## config.mk

```make
export PLATFORM = sky130hd
export DESIGN_NAME = key_event_arbiter_flat
export DESIGN_NICKNAME = d
export VERILOG_FILES = /design/src/rtl/key_event_arbiter_if.sv /design/src/rtl/key_event_arbiter.sv /design/src/flat_wrapper.sv
export SDC_FILE = /design/constraint.sdc
export NUM_CORES = 1
export LEC_CHECK = 0
export ABC_AREA = 0
export BUFFER_PORTS_ARGS = -buffer_cell sky130_fd_sc_hd__buf_4
export CAP_MARGIN = 20
export CORE_MARGIN = 2
export CORE_UTILIZATION = 55
export CTS_BUF_LIST = sky130_fd_sc_hd__clkbuf_16
export DETAILED_ROUTE_END_ITERATION = 6
export PLACE_DENSITY = 0.77
export REMOVE_ABC_BUFFERS = 1
export SYNTH_ARGS = -nofsm -noshare
export SYNTH_HDL_FRONTEND = slang
export SYNTH_SLANG_ARGS = --single-unit
```

## constraint.sdc

```tcl
create_clock -name CLK -period 2.5 [get_ports CLK]
set_clock_uncertainty 0.2 [all_clocks]
set_input_delay 0.5 -clock CLK [delete_from_list [all_inputs] [get_ports CLK]]
set_output_delay 0.5 -clock CLK [all_outputs]
set_load 0.02 [all_outputs]
```

## src/rtl/key_event_arbiter_if.sv

```systemverilog
// Key/command bundle between the debouncer bank, the arbiter and the timer control.
// master: arbiter side. It receives the key pulses and levels and offers commands.
// slave : the debouncers and the consumer. They drive the keys and CMD_READY.
interface key_event_arbiter_if #(
    parameter int N_KEYS = 4
) ();
    localparam int IDW = $clog2(N_KEYS);

    logic [N_KEYS-1:0] KEY_UP;     // per-key press/repeat pulses
    logic [N_KEYS-1:0] KEY_EN;     // per-key held level
    logic              CMD_VALID;  // command offered
    logic [IDW-1:0]    CMD_ID;     // key index of offered command
    logic              CMD_READY;  // consumer accepts command

    modport master (
        input  KEY_UP,
        input  KEY_EN,
        input  CMD_READY,
        output CMD_VALID,
        output CMD_ID
    );

    modport slave (
        output KEY_UP,
        output KEY_EN,
        output CMD_READY,
        input  CMD_VALID,
        input  CMD_ID
    );
endinterface

```

## src/rtl/key_event_arbiter.sv

```systemverilog
// Purpose: This block generates the debounce strobes. It latches per-key events into PEND and
//          serves them round-robin as commands.
// Latency: An accepted KEY_UP sets PEND on the next edge. CMD_VALID rises one edge after that.
//          The arbiter delivers at most one command every two cycles.
// Backpressure: The arbiter holds a command in OFFER until CMD_READY. A repeat event on a key
//          that is still pending merges into the existing flag and sets the sticky OVF.
// Ports:   CLK/CLR_N are the clock and the async active-low reset.
//          SAMPLE_CE/REP_CE are the strobes to the debouncers.
//          bus carries KEY_UP/KEY_EN/CMD_*.
//          PEND gives the pending flags. LOCK gives the chord lockout.
//          OVF is the lost-event flag. OVF_CLR clears it.
module key_event_arbiter #(
    parameter int N_KEYS     = 4,
    parameter int SAMPLE_DIV = 50000,
    parameter int REP_DIV    = 8
) (
    input  logic                 CLK,
    input  logic                 CLR_N,
    output logic                 SAMPLE_CE,
    output logic                 REP_CE,
    key_event_arbiter_if.master  bus,
    output logic [N_KEYS-1:0]    PEND,
    output logic                 LOCK,
    output logic                 OVF,
    input  logic                 OVF_CLR
);
    localparam int IDW = $clog2(N_KEYS);
    localparam int SW  = $clog2(SAMPLE_DIV);
    localparam int RW  = (REP_DIV > 1) ? $clog2(REP_DIV) : 1;

    localparam logic [SW-1:0]  SMP_LAST = SW'(SAMPLE_DIV - 1);
    localparam logic [RW-1:0]  REP_LAST = RW'(REP_DIV - 1);
    localparam logic [IDW-1:0] ID_LAST  = IDW'(N_KEYS - 1);

    typedef enum logic {
        IDLE  = 1'b0,
        OFFER = 1'b1
    } state_t;

    // ------------------------------------------------------------------
    // Strobe generation. Both strobes are registered. SAMPLE_CE rises on the
    // edge where the counter leaves SAMPLE_DIV-1. The repetition count is
    // sampled on that same edge, so REP_CE coincides with every
    // REP_DIV-th SAMPLE_CE.
    // ------------------------------------------------------------------
    logic [SW-1:0] smp_cnt;
    logic [RW-1:0] rep_cnt;
    logic          smp_wrap;

    assign smp_wrap = (smp_cnt == SMP_LAST);

    always_ff @(posedge CLK or negedge CLR_N) begin
        if (!CLR_N) begin
            smp_cnt   <= '0;
            rep_cnt   <= '0;
            SAMPLE_CE <= 1'b0;
            REP_CE    <= 1'b0;
        end else begin
            SAMPLE_CE <= smp_wrap;
            REP_CE    <= smp_wrap && (rep_cnt == REP_LAST);
            smp_cnt   <= smp_wrap ? '0 : smp_cnt + 1'b1;
            if (smp_wrap) begin
                rep_cnt <= (rep_cnt == REP_LAST) ? '0 : rep_cnt + 1'b1;
            end
        end
    end

    // ------------------------------------------------------------------
    // Chord lockout. When two or more keys are held, x & (x-1) is non-zero.
    // ------------------------------------------------------------------
    assign LOCK = (bus.KEY_EN & (bus.KEY_EN - N_KEYS'(1))) != '0;

    logic [N_KEYS-1:0] acc_up;
    assign acc_up = LOCK ? '0 : bus.KEY_UP;

    // ------------------------------------------------------------------
    // Arbitration FSM
    // ------------------------------------------------------------------
    state_t            state, state_nxt;
    logic [IDW-1:0]    cmd_id, cmd_id_nxt;
    logic [IDW-1:0]    ptr, ptr_nxt;
    logic [IDW-1:0]    sel_id;
    logic              sel_found;
    logic              hs;
    logic [N_KEYS-1:0] hs_mask;
    logic [N_KEYS-1:0] pend_nxt;
    logic              ovf_set;

    // Round-robin search. The first set PEND bit at or above PTR wins, wrapping modulo N_KEYS.
    always_comb begin
        int idx;
        sel_id    = '0;
        sel_found = 1'b0;
        idx       = 0;
        for (int i = 0; i < N_KEYS; i++) begin
            idx = int'(ptr) + i;
            if (idx >= N_KEYS) begin
                idx = idx - N_KEYS;
            end
            if (!sel_found && PEND[idx[IDW-1:0]]) begin
                sel_found = 1'b1;
                sel_id    = idx[IDW-1:0];
            end
        end
    end

    always_comb begin
        state_nxt  = state;
        cmd_id_nxt = cmd_id;
        ptr_nxt    = ptr;
        hs         = 1'b0;
        case (state)
            IDLE: begin
                if (sel_found) begin
                    cmd_id_nxt = sel_id;
                    state_nxt  = OFFER;
                end
            end
            OFFER: begin
                if (bus.CMD_READY) begin
                    hs        = 1'b1;
                    ptr_nxt   = (cmd_id == ID_LAST) ? '0 : cmd_id + 1'b1;
                    state_nxt = IDLE;
                end
            end
            default: state_nxt = IDLE;
        endcase
    end

    // The consumed flag is cleared before new events are ORed in. A new
    // event on the key that is being handshaked therefore survives and is not
    // counted as lost.
    always_comb begin
        hs_mask = '0;
        if (hs) begin
            hs_mask[cmd_id] = 1'b1;
        end
        pend_nxt = (PEND & ~hs_mask) | acc_up;
        ovf_set  = |(acc_up & PEND & ~hs_mask);
    end

    always_ff @(posedge CLK or negedge CLR_N) begin
        if (!CLR_N) begin
            state  <= IDLE;
            cmd_id <= '0;
            ptr    <= '0;
            PEND   <= '0;
            OVF    <= 1'b0;
        end else begin
            state  <= state_nxt;
            cmd_id <= cmd_id_nxt;
            ptr    <= ptr_nxt;
            PEND   <= pend_nxt;
            // A new loss has priority over a clear in the same cycle.
            OVF    <= ovf_set | (OVF & ~OVF_CLR);
        end
    end

    assign bus.CMD_VALID = (state == OFFER);
    assign bus.CMD_ID    = cmd_id;

endmodule

```

## src/flat_wrapper.sv

```systemverilog
// flat-port wrapper written by rule: the top's interface ports become plain ports
module key_event_arbiter_flat 
#(
    parameter int N_KEYS     = 4,
    parameter int SAMPLE_DIV = 50000,
    parameter int REP_DIV    = 8
)
  (CLK, CLR_N, SAMPLE_CE, REP_CE, PEND, LOCK, OVF, OVF_CLR, bus_KEY_UP, bus_KEY_EN, bus_CMD_READY, bus_CMD_VALID, bus_CMD_ID);
  key_event_arbiter_if #(.N_KEYS(N_KEYS)) bus_i ();
  input  logic CLK;
  input  logic CLR_N;
  output logic SAMPLE_CE;
  output logic REP_CE;
  output logic [N_KEYS-1:0] PEND;
  output logic LOCK;
  output logic OVF;
  input  logic OVF_CLR;
  input wire logic [$bits(bus_i.KEY_UP)-1:0] bus_KEY_UP;
  input wire logic [$bits(bus_i.KEY_EN)-1:0] bus_KEY_EN;
  input wire logic [$bits(bus_i.CMD_READY)-1:0] bus_CMD_READY;
  output wire logic [$bits(bus_i.CMD_VALID)-1:0] bus_CMD_VALID;
  output wire logic [$bits(bus_i.CMD_ID)-1:0] bus_CMD_ID;
  assign bus_i.KEY_UP = bus_KEY_UP;
  assign bus_i.KEY_EN = bus_KEY_EN;
  assign bus_i.CMD_READY = bus_CMD_READY;
  assign bus_CMD_VALID = bus_i.CMD_VALID;
  assign bus_CMD_ID = bus_i.CMD_ID;
  key_event_arbiter #(.N_KEYS(N_KEYS), .SAMPLE_DIV(SAMPLE_DIV), .REP_DIV(REP_DIV)) u_core (.CLK(CLK), .CLR_N(CLR_N), .SAMPLE_CE(SAMPLE_CE), .REP_CE(REP_CE), .bus(bus_i), .PEND(PEND), .LOCK(LOCK), .OVF(OVF), .OVF_CLR(OVF_CLR));
endmodule
```

==> flow_metrics.tcl <==
set metrics [dict create \
    fin_crit_sh_pct 85.45 \
    arrival_ns 1.44 \
    r2r-start "u_core.smp_cnt[7]$_DFF_PN0_" \
    area_growth_pct 24.26 \
    grt_remaining_overflow 0 \
    yosysSeqAreaShare_pct 49.80 \
    synth_top_flop_cell "dfrtp_1" \
    ios 23 \
    synthesis.area_mm2 0.001558 \
    wl_met1_um 1453 \
    grt_pass1_wl_um 5402 \
    dieArea_mm2 0.003274 \
    status "complete, no violations" \
    place_congestion 0.8115 \
    synth_warnings 0 \
    hold_depth 2 \
    r2r_cells 4 \
    synth_cell_type_count 40 \
    final_util_pct 70.80 \
    clockRootBuffer "clkbuf_16" \
    highest_layer "met4" \
    ant_nets 0 \
    grt_start_max_net_pins 32 \
    layout-drive-gt1-share_pct 21.91 \
    worstSetupEndpointType "primary output" \
    n_antenna_cell 0 \
    r2r_setup_slack_ns 0.55 \
    maxSlewHeadroom_pct 74.48 \
    slew_violations 0 \
    vias_per_cell 5.770 \
    finalNetCount 196 \
    h-tree-depth 2 \
    firstDrtPassIters 4 \
    worstSkewPairLatency_ns 0.27 \
    routed_wl_um 3182 \
    synthArstFlopShare_pct 100.0 \
    dpl.hpwl_um 2190 \
    cts_tree "yes" \
    start_util_pct 56.98 \
    hp-class "in -> reg" \
    track_usage_pct 21.49 \
    setup_viol 0 \
    hold_start "OVF_CLR" \
    fp.dieH_um 57.22 \
    fmax_ghz 0.4681 \
    ir_drop_mv 0.7733 \
    numCtsBuffers 5 \
    power_w 0.001768 \
    cap_violations 0 \
    holdWs_ns 0.2122 \
    wl_met2_um 1568 \
    drt_iter0_drc 41 \
    min_period_ns 2.136 \
    antenna_found_initial 0 \
    avgSynthCellArea_um2 10.60 \
    ys_ff_latch 31 \
    rsz0062_at_grt "false" \
    r2r-end "u_core.rep_cnt[2]$_DFFE_PN0P_" \
    met3_length_um 123 \
    row_count 19 \
    cts_sinks 31 \
    clkSlewWorstSetupHoldPaths_ns 0.05 \
    power.density_mw_per_mm2 913.2 \
    criticalPathCategory "in -> out" \
    synth-edff-count 0 \
    cts_max_path_buffers 2 \
    crit_fanout 2 \
    min_to "u_core.OVF$_DFF_PN0_" \
    vias 1206 \
    grt_pass1_vias 1187 \
    hold_violations 0 \
    drcViolationCount 0 \
    worst_pin_slew_ns 0.3828 \
    drt-wirelength-per-cell_um 15.22 \
    dieWidth_um 57.22 \
    cp-start-kind "input pin" \
    numPortBuffers 22 \
    leakage_nw 0.9402 \
    worstPathRequired_ns 1.80 \
    fin_tns_setup_ns 0 \
    coreArea_mm2 0.002734 \
    synth_cells 147 \
    cts_setup_buffers 0 \
]
where the power goes:
part           switching [W]  leakage, nW  total [W]  internal (W)
logic               0.000218        0.468   0.000412      0.000194
clock network       0.000205       0.0812   0.000669      0.000464
registers           0.000116        0.391   0.000687      0.000571
cell families (layout without fill, tap and decap cells):
family / after synthesis / after routing / share of synthesized area, %
flip-flops: 31 / 31 / 49.80
XOR/XNOR: 11 / 11 / 6.185
AO/OA/AOI/OAI: 21 / 21 / 8.515
adder cells (fa/ha/maj): 8 / 8 / 6.265
multiplexers: 7 / 7 / 5.140
buffers and inverters: 12 / 43 / 3.614
AND/OR/NAND/NOR: 57 / 57 / 20.48
how the worst max path moves through the flow:
stage	slack, ns	cells after the start	end	start
2_1_floorplan	0.37	3	LOCK	bus_KEY_EN[3]
3_3_place_gp	0.44	5	LOCK	bus_KEY_EN[3]
3_5_place_dp	0.37	5	LOCK	bus_KEY_EN[3]
4_1_cts	0.36	5	LOCK	bus_KEY_EN[3]
5_1_grt	0.31	5	LOCK	bus_KEY_EN[3]
6_report	0.36	5	LOCK	bus_KEY_EN[3]
stage by stage:
| stage | worst slack, ns | area (um^2) | std cells |
|---|---|---|---|
| 3_3_place_gp | 0.4429 | 1762 | 200 |
| 3_5_place_dp | 0.3732 | 1762 | 200 |
| 5_1_grt | 0.3079 | 1936 | 209 |
| 4_1_cts | 0.3644 | 1936 | 209 |
| 2_1_floorplan | 0.3713 | 1535 | 144 |
| 6_report | 0.3636 | 1936 | 209 |
placed cells by master (no fill, tap or decap), types with 4 or more instances in the layout:
| cell | count |
|---|---|
| a21oi_1 | 4 |
| buf_4 | 25 |
| clkbuf_16 | 5 |
| dfrtp_1 | 31 |
| ha_1 | 7 |
| inv_1 | 9 |
| mux2_2 | 4 |
| nand2_1 | 13 |
| nand3_1 | 4 |
| nand4_1 | 4 |
| nor2_1 | 12 |
| o21ai_0 | 7 |
| xnor2_1 | 6 |
| xor2_1 | 5 |
worst max-delay path, stage by stage:
cell and delay (ns):
buf_4 0.11, maj3_1 0.34, o21ai_0 0.26, inv_1 0.07, buf_4 0.16
layout make-up:
| type | instances | area (um^2) |
|---|---|---|
| clock buffer | 5 | 125.1 |
| fill | 200 | 798.3 |
| sequential | 31 | 775.7 |
| timing repair buffer | 26 | 197.7 |
| multi-input combinational | 104 | 725.7 |
| clock inverter | 3 | 38.79 |
| inverter | 9 | 33.78 |
| tap | 31 | 38.79 |
registers in the layout, summed over array words and instances, names as in the netlist:
register,count
u_core.rep_cnt,3
u_core.PEND,4
u_core.SAMPLE_CE,1
u_core.bus.CMD_VALID,1
u_core.smp_cnt,16
u_core.OVF,1
u_core.REP_CE,1
u_core.bus.CMD_ID,2
u_core.ptr,2
cells in the mapped netlist, types with 2 or more instances:
cell       n  area share [%]
or3_1      2            0.80
a22o_1     2             1.1
mux2_2     4             2.9
a21oi_1    4             1.3
o31ai_1    2            0.96
xor2_1     5             2.8
nand4_1    4             1.6
and3_1     2            0.80
and2_1     3             1.2
nand3_1    4             1.3
nor4_1     2            0.80
and4_1     2             1.1
xnor2_1    6             3.4
mux2i_1    2             1.3
nor2_1    12             2.9
nor3_1     3            0.96
dfrtp_1   31              50
nand2_1   13             3.1
nand2b_1   2            0.80
o21ai_0    7             2.2
ha_1       7             5.6
inv_1      9             2.2
nor3b_1    2            0.96
what timing repair did:
item                                   in CTS  in global routing
hold buffers                                1                  0
gates resized for setup                     0                  0
endpoints found under the hold margin      31                  0
metal layers:
metal  vias to the layer above  track usage [%]
li1                        570                -
met1                       600            30.03
met2                        32            32.51
met3                         4            4.308
met4                         0            9.967
met5                         -                0
No activity file was read; power rests on OpenSTA's default activity.
